## src/rtl/spi_master_32_if.sv

```systemverilog
// Bus bundle for spi_master_32: control handshake plus SPI pins.
// cs_n exists only when SPI_MASTER_CS_EN is defined.
interface spi_master_32_if #(
  parameter int unsigned FRAME_BITS = 32
);
  logic                  start;
  logic [FRAME_BITS-1:0] tx_data;
  logic                  busy;
  logic                  done;
  logic [FRAME_BITS-1:0] rx_data;
  logic                  sck;
  logic                  sdo;
  logic                  sdi;
`ifdef SPI_MASTER_CS_EN
  logic                  cs_n;

  modport master (
    input  start, tx_data, sdi,
    output busy, done, rx_data, sck, sdo, cs_n
  );

  modport slave (
    output start, tx_data, sdi,
    input  busy, done, rx_data, sck, sdo, cs_n
  );
`else
  modport master (
    input  start, tx_data, sdi,
    output busy, done, rx_data, sck, sdo
  );

  modport slave (
    output start, tx_data, sdi,
    input  busy, done, rx_data, sck, sdo
  );
`endif
endinterface

```

## src/rtl/spi_master_32.sv

```systemverilog
// Mode-0 SPI master running FRAME_BITS full-duplex frames, MSB first.
// Optional chip select with minimum high time: define SPI_MASTER_CS_EN.
module spi_master_32 #(
  parameter int unsigned CLK_DIV    = 4,
  parameter int unsigned FRAME_BITS = 32
) (
  input  logic            clk,
  input  logic            reset,
  spi_master_32_if.master bus
);

  localparam int unsigned DIV_W = (CLK_DIV > 1) ? $clog2(CLK_DIV) : 1;
  localparam int unsigned BIT_W = $clog2(FRAME_BITS);

  typedef enum logic [0:0] {IDLE, SHIFT} state_t;

  state_t                state;
  logic [DIV_W-1:0]      div_cnt;
  logic [BIT_W-1:0]      bit_cnt;
  logic [FRAME_BITS-1:0] tx_sr;
  logic [FRAME_BITS-1:0] rx_sr;
  logic                  accept;

`ifdef SPI_MASTER_CS_EN
  localparam int unsigned GAP_W = $clog2(CLK_DIV + 1);
  logic [GAP_W-1:0] gap_cnt;

  // gap_cnt enforces the cs_n high time between frames
  always_comb begin
    accept = (state == IDLE) && bus.start && (gap_cnt == '0);
  end
`else
  always_comb begin
    accept = (state == IDLE) && bus.start;
  end
`endif

  always_ff @(posedge clk) begin
    if (reset) begin
      state       <= IDLE;
      div_cnt     <= '0;
      bit_cnt     <= '0;
      tx_sr       <= '0;
      rx_sr       <= '0;
      bus.sck     <= 1'b0;
      bus.sdo     <= 1'b0;
      bus.busy    <= 1'b0;
      bus.done    <= 1'b0;
      bus.rx_data <= '0;
`ifdef SPI_MASTER_CS_EN
      bus.cs_n    <= 1'b1;
      gap_cnt     <= '0;
`endif
    end else begin
      bus.done <= 1'b0;
      case (state)
        IDLE: begin
          bus.sck <= 1'b0;
          if (accept) begin
            tx_sr    <= bus.tx_data;
            bus.sdo  <= bus.tx_data[FRAME_BITS-1];
            bus.busy <= 1'b1;
            div_cnt  <= '0;
            bit_cnt  <= '0;
            state    <= SHIFT;
`ifdef SPI_MASTER_CS_EN
            bus.cs_n <= 1'b0;
`endif
          end
`ifdef SPI_MASTER_CS_EN
          else if (gap_cnt != '0) begin
            gap_cnt <= gap_cnt - GAP_W'(1);
          end
`endif
        end
        SHIFT: begin
          if (div_cnt == DIV_W'(CLK_DIV - 1)) begin
            div_cnt <= '0;
            bus.sck <= ~bus.sck;
            if (!bus.sck) begin
              rx_sr <= {rx_sr[FRAME_BITS-2:0], bus.sdi};
            end else if (bit_cnt == BIT_W'(FRAME_BITS - 1)) begin
              // last falling edge closes the frame; rx_sr already holds every bit
              state       <= IDLE;
              bus.busy    <= 1'b0;
              bus.done    <= 1'b1;
              bus.rx_data <= rx_sr;
              bus.sdo     <= 1'b0;
`ifdef SPI_MASTER_CS_EN
              bus.cs_n    <= 1'b1;
              gap_cnt     <= GAP_W'(CLK_DIV);
`endif
            end else begin
              tx_sr   <= {tx_sr[FRAME_BITS-2:0], 1'b0};
              bus.sdo <= tx_sr[FRAME_BITS-2];
              bit_cnt <= bit_cnt + BIT_W'(1);
            end
          end else begin
            div_cnt <= div_cnt + DIV_W'(1);
          end
        end
        default: state <= IDLE;
      endcase
    end
  end

endmodule

```

## src/flat_wrapper.sv

```systemverilog
// flat-port wrapper written by rule: the top's interface ports become plain ports
module spi_master_32_flat 
#(
  parameter int unsigned CLK_DIV    = 4,
  parameter int unsigned FRAME_BITS = 32
)
  (clk, reset, bus_start, bus_tx_data, bus_sdi, bus_busy, bus_done, bus_rx_data, bus_sck, bus_sdo);
  spi_master_32_if #(.FRAME_BITS(FRAME_BITS)) bus_i ();
  input  logic clk;
  input  logic reset;
  input wire logic [$bits(bus_i.start)-1:0] bus_start;
  input wire logic [$bits(bus_i.tx_data)-1:0] bus_tx_data;
  input wire logic [$bits(bus_i.sdi)-1:0] bus_sdi;
  output wire logic [$bits(bus_i.busy)-1:0] bus_busy;
  output wire logic [$bits(bus_i.done)-1:0] bus_done;
  output wire logic [$bits(bus_i.rx_data)-1:0] bus_rx_data;
  output wire logic [$bits(bus_i.sck)-1:0] bus_sck;
  output wire logic [$bits(bus_i.sdo)-1:0] bus_sdo;
  assign bus_i.start = bus_start;
  assign bus_i.tx_data = bus_tx_data;
  assign bus_i.sdi = bus_sdi;
  assign bus_busy = bus_i.busy;
  assign bus_done = bus_i.done;
  assign bus_rx_data = bus_i.rx_data;
  assign bus_sck = bus_i.sck;
  assign bus_sdo = bus_i.sdo;
  spi_master_32 #(.CLK_DIV(CLK_DIV), .FRAME_BITS(FRAME_BITS)) u_core (.clk(clk), .reset(reset), .bus(bus_i));
endmodule
```

## config.mk

```make
export PLATFORM = sky130hd
export DESIGN_NAME = spi_master_32_flat
export DESIGN_NICKNAME = d
export VERILOG_FILES = /design/src/rtl/spi_master_32_if.sv /design/src/rtl/spi_master_32.sv /design/src/flat_wrapper.sv
export SDC_FILE = /design/constraint.sdc
export NUM_CORES = 1
export LEC_CHECK = 0
export BUFFER_PORTS_ARGS = -buffer_cell sky130_fd_sc_hd__buf_2
export CORE_MARGIN = 4
export CORE_UTILIZATION = 55
export CTS_BUF_LIST = sky130_fd_sc_hd__clkbuf_4 sky130_fd_sc_hd__clkbuf_8
export DETAILED_ROUTE_END_ITERATION = 7
export PLACE_DENSITY_LB_ADDON = 0.3
export REMOVE_ABC_BUFFERS = 1
export SYNTH_ARGS = -nofsm -noshare
export SYNTH_HDL_FRONTEND = slang
export SYNTH_SLANG_ARGS = --single-unit
export TNS_END_PERCENT = 10
```

## constraint.sdc

```tcl
create_clock -name clk -period 2.2 [get_ports clk]
set_input_delay 0.11 -clock clk [delete_from_list [all_inputs] [get_ports clk]]
set_output_delay 0.11 -clock clk [all_outputs]
set_load 0.02 [all_outputs]
```

# After elaboration in Yosys (flattened, before gate mapping)
# Index checks and enable logic that the tools add are counted.
totals:
  output_inout_bits: 36
  elab_cells: 60
  reg_bits: 107
classes:
  n_bitwise: 3
  eq_ne: 7
  addsub: 2
  reduce_logical: 7
  muxes: 31
ops:
  columns: ["operator", "count"]
  rows:
  - ["$mux 31", 4]
  - ["$pmux 31 s2", 1]
  - ["$mux 5", 4]
  - ["$mux 1", 14]
  - ["$reduce_and 4->1", 3]
  - ["$pmux 5 s2", 1]
  - ["$pmux 1 s2", 4]
  - ["$ne 2x2->1 const B", 3]
  - ["$reduce_and 3->1", 2]
  - ["$add 5x1->5 const B", 1]
  - ["$eq 5x5->1 const B", 1]
  - ["$mux 2", 2]
  - ["$ne 2x1->1 const B", 2]
  - ["$pmux 2 s2", 1]
  - ["$reduce_or 4->1", 1]
  - ["$not 1->1", 3]
  - ["$add 2x1->2 const B", 1]
  - ["$eq 2x2->1 const B", 1]
  - ["$logic_and 1x1->1", 1]

# Longest topological paths before layout
depth:
  word_depth: 5
  mapped_depth: 8
  mapped_depth_nobuf: 6

# Least setup slack after synthesis
# No wires, ideal clock.
synth_timing:
  path_kind: "reg-to-reg"
  startpoint: "register u_core.bit_cnt[0]"
  endpoint: "register u_core.bit_cnt[3]"
  arrival_time_ns: 1.668
  stages_incl_launch_ff: 7
  period_less_slack_ns: 1.747
  path_buffers: 0
  t_required_ns: 2.120
  slack_ns: 0.453
  path_cell_list: "dfxtp_1 -> ha_1 -> and3_1 -> ha_1 -> nand4b_4 -> or3_1 -> a211oi_2"
synth_via:
  elab_chain_cells: 5
synth_lines:
  columns: ["element", "line", "rtl"]
  rows:
  - ["start: declaration", "spi_master_32.sv:19", "logic [BIT_W-1:0] bit_cnt;"]
  - ["start signal: assignment", "spi_master_32.sv:96", "bit_cnt <= bit_cnt + BIT_W'(1);"]
  - ["$add 5x1->5", "spi_master_32.sv:96", null]
  - ["$mux 5", "spi_master_32.sv:82", "end else if (bit_cnt == BIT_W'(FRAME_BITS - 1)) begin"]
  - ["$mux 5", "spi_master_32.sv:80", "if (!bus.sck) begin"]
  - ["$mux 5", "spi_master_32.sv:77", "if (div_cnt == DIV_W'(CLK_DIV - 1)) begin"]
  - ["$pmux 5 s2", "spi_master_32.sv:56", "case (state)"]
# Parallel ways exist; a longest one is shown, timed or not. The select of a mux whose other input is x is not followed.
# A chain may end at the register's enable or synchronous reset.

# Final worst setup path
# Same ends and word-level chain as after synthesis.

==> run metrics <==
ys async rst share=0%; Worst EP required=~2.5 ns; Final ANT Viol Nets=0; gr usage total=roughly a fifth; fin crit share=83.89%; WP data arrival=2.14 ns; hold path start=bus_tx_data[7]; worst-margin pin slew=0.7300 ns; DRT Wirelength=~8.6 mm; Cell Area, Synth=4205 um2; final setup margin=about 0.35 ns; WS Path Type=flop to flop; unrepaired setup endpoints after global routing=false; core area=7331 um2; max-slew violation count=0; Final setup violation count=0; Die X-Extent=roughly 95 um; clock slew at reported path FFs=0.11 ns; Synth Register Bits=107; P per Cell Area=734.7 nW/um2; hold_buf cts=3; synthesized area per cell=a little under 9 um2; worst skew pair latency=0.38 ns; Pleak=between 1.5 and 2 nW; Yosys Warn Count=0; post-CTS sizing=0; crit-path max FO=9; Comb pwr share=6.9%; final hold vios=0; Reg area=2143 um2; CTS tree=yes; outcome=complete, no violations; post-route insts no fill=641; ys flop type=dfxtp_1; most used cell, CP=ha_1; busiest grt layer=met2; Sw Share=between 20% and 30%; Post-synth EDFFs=0; VDD IR max=0.0003788 V; Sw Pwr=~0.88 mW; DRT Pass-1 Iters=5; DR vias=3460; CP Launch Type=flop; Reg power frac=57.2%; post-synth top area share=between 50% and 60%; cell internal pwr=2.655 mW; DRT iter0 DRCs=roughly 180; Peak Freq=0.5418 GHz; fill cell count=616; Seq/Total Area, Yosys=50.94%; Max-Cap Viols=0; hpwl dp=between 5 and 6 mm; Distinct cells, synth=32; IO Pins=72; Slew HR=~51%; Final Hold Slack=slightly below 0.01 ns; Placed Instances=622; Worst Skew=about 0.019 ns; largest net degree at the start of global routing=75; die area=9109 um2; fin nets=~580; CTS root buf=clkbuf_8; postcts setup bufs=0; CTS max path bufs=2; DRC Markers=0; Final Core Density=65.66%; met2 usage=33.76%; Crit. End Element=flop; Final min period=roughly 1.8 ns; antenna cells=0; # clock sinks=107; grt ovf=0; # rows=31; met3 usage=4.499%; first-pass GRT wire length=14.51 mm; H-tree levels=3; RR Startpoint=u_core.bit_cnt[0]; pre-CTS setup slack=0.3628 ns; layout cells sized above 1=18.82%; max incr delay on CP=0.39 ns; initial antenna violation count=0; critical path cell sequence=ha_1 -> and3_1 -> ha_1 -> nand4b_4 -> or3_1 -> a211oi_2; most common cell in the netlist=nand2_1; Global Route met1 Usage=23.58%; Critical Path Start=u_core.bit_cnt[0]; area leader, netlist=dfxtp_1; commonest cells in the netlist=134 x nand2_1, 107 x dfxtp_1, 99 x a21oi_1; Die H=around 95 um; Num CTS Buffers=9; footprint of the multi-input gates=1831 um2; via/cell ratio=between 5 and 6; area grow syn2layout=14.46%; WL per Instance=~13 um; IO Port Bufs=71; synth top area cells=dfxtp_1 51%, nand2_1 12%, a21oi_1 12%; slowest CP cell=or3_1; Final Wtd Congestion=around 0.77; Hold Crit Class=input port to flop; vias in the first global route=3415; clock share of power=a little over a third; Syn Inst Count=roughly 480; Starting Density=57.36%
[final timing paths]
path | endpoint | slack (ns) | cells after the start
worst min-delay path | u_core.tx_sr[7] | 0.01 | 3
worst min register to register | u_core.bus.rx_data[29] | 0.46 | 2
worst max register to register | u_core.bit_cnt[3] | 0.35 | 6
worst max-delay path | u_core.bit_cnt[3] | 0.35 | 6
[metal layers]
metal | up-vias | routed length [um]
li1 | 1762 | -
met1 | 1609 | 3951
met2 | 70 | 4079
met3 | 19 | 384
met4 | 0 | 224
met5 | - | 0
[layout by cell type (no fill, tap or decap), types with 2 or more instances in the layout]
| master | n |
|---|---|
| buf_2 | 71 |
| dlygate4sd3_1 | 3 |
| a21oi_1 | 99 |
| nand3_1 | 5 |
| or3_1 | 2 |
| buf_12 | 2 |
| ha_1 | 4 |
| o31ai_1 | 30 |
| clkbuf_8 | 9 |
| mux2i_1 | 31 |
| nand2_1 | 134 |
| buf_4 | 9 |
| nor2_1 | 4 |
| a211oi_1 | 2 |
| nand2b_1 | 3 |
| and3_1 | 3 |
| inv_1 | 2 |
| dfxtp_1 | 106 |
| inv_6 | 3 |
| o21ai_0 | 2 |
[flip-flops by register name (all words and copies together) (netlist names)]
register,cells
u_core.bus.sck,1
u_core.tx_sr,31
u_core.div_cnt,2
u_core.bus.busy,1
u_core.rx_sr,32
u_core.bus.done,1
u_core.bit_cnt,5
u_core.bus.sdo,1
u_core.state,1
u_core.bus.rx_data,32
[critical path: cells and delay by family, from the launching register on]
| family | cells | cell delay [ns] |
|---|---|---|
| compound gates | 1 | 0.21 |
| fa+ha+maj | 2 | 0.41 |
| flops | 1 | 0.34 |
| simple gates | 3 | 0.82 |
[through the flow]
step	power, mW	area (um2)	setup TNS [ns]
5_1_grt	3.668	4813	0
6_report	3.537	4813	0
3_5_place_dp	2.303	4568	0
4_1_cts	3.562	4813	0
3_3_place_gp	2.294	4568	0
2_1_floorplan	2.201	3978	-74.91
[power groups by stage]
| stage | sequential (mW) | clock, mW | combinational (mW) |
|---|---|---|---|
| 4_1_cts | 2.02 | 1.30 | 0.243 |
| 5_1_grt | 2.03 | 1.37 | 0.269 |
| 6_report | 2.02 | 1.27 | 0.244 |
| 3_3_place_gp | 2.06 | 0 | 0.231 |
| 3_5_place_dp | 2.07 | 0 | 0.237 |
| 2_1_floorplan | 2.07 | 0 | 0.128 |
[final cells by class]
cell class,count,share of cell area (%)
Tap cell,99,2.573
Clock buffer,9,2.573
Inverter,2,0.1560
Multi-Input combinational cell,332,38.03
Timing Repair Buffer,85,10.24
Sequential cell,107,44.53
Clock inverter,7,1.898
[cells by family after synthesis]
family / Yosys count / share of synthesized area, %
compound gates: 137 / 18.71
xor+xnor: 1 / 0.2083
fa+ha+maj: 4 / 1.190
buf+inv: 45 / 5.593
flops: 107 / 50.94
mux: 31 / 7.379
simple gates: 159 / 15.98
(Power assumes the default switching activity.)
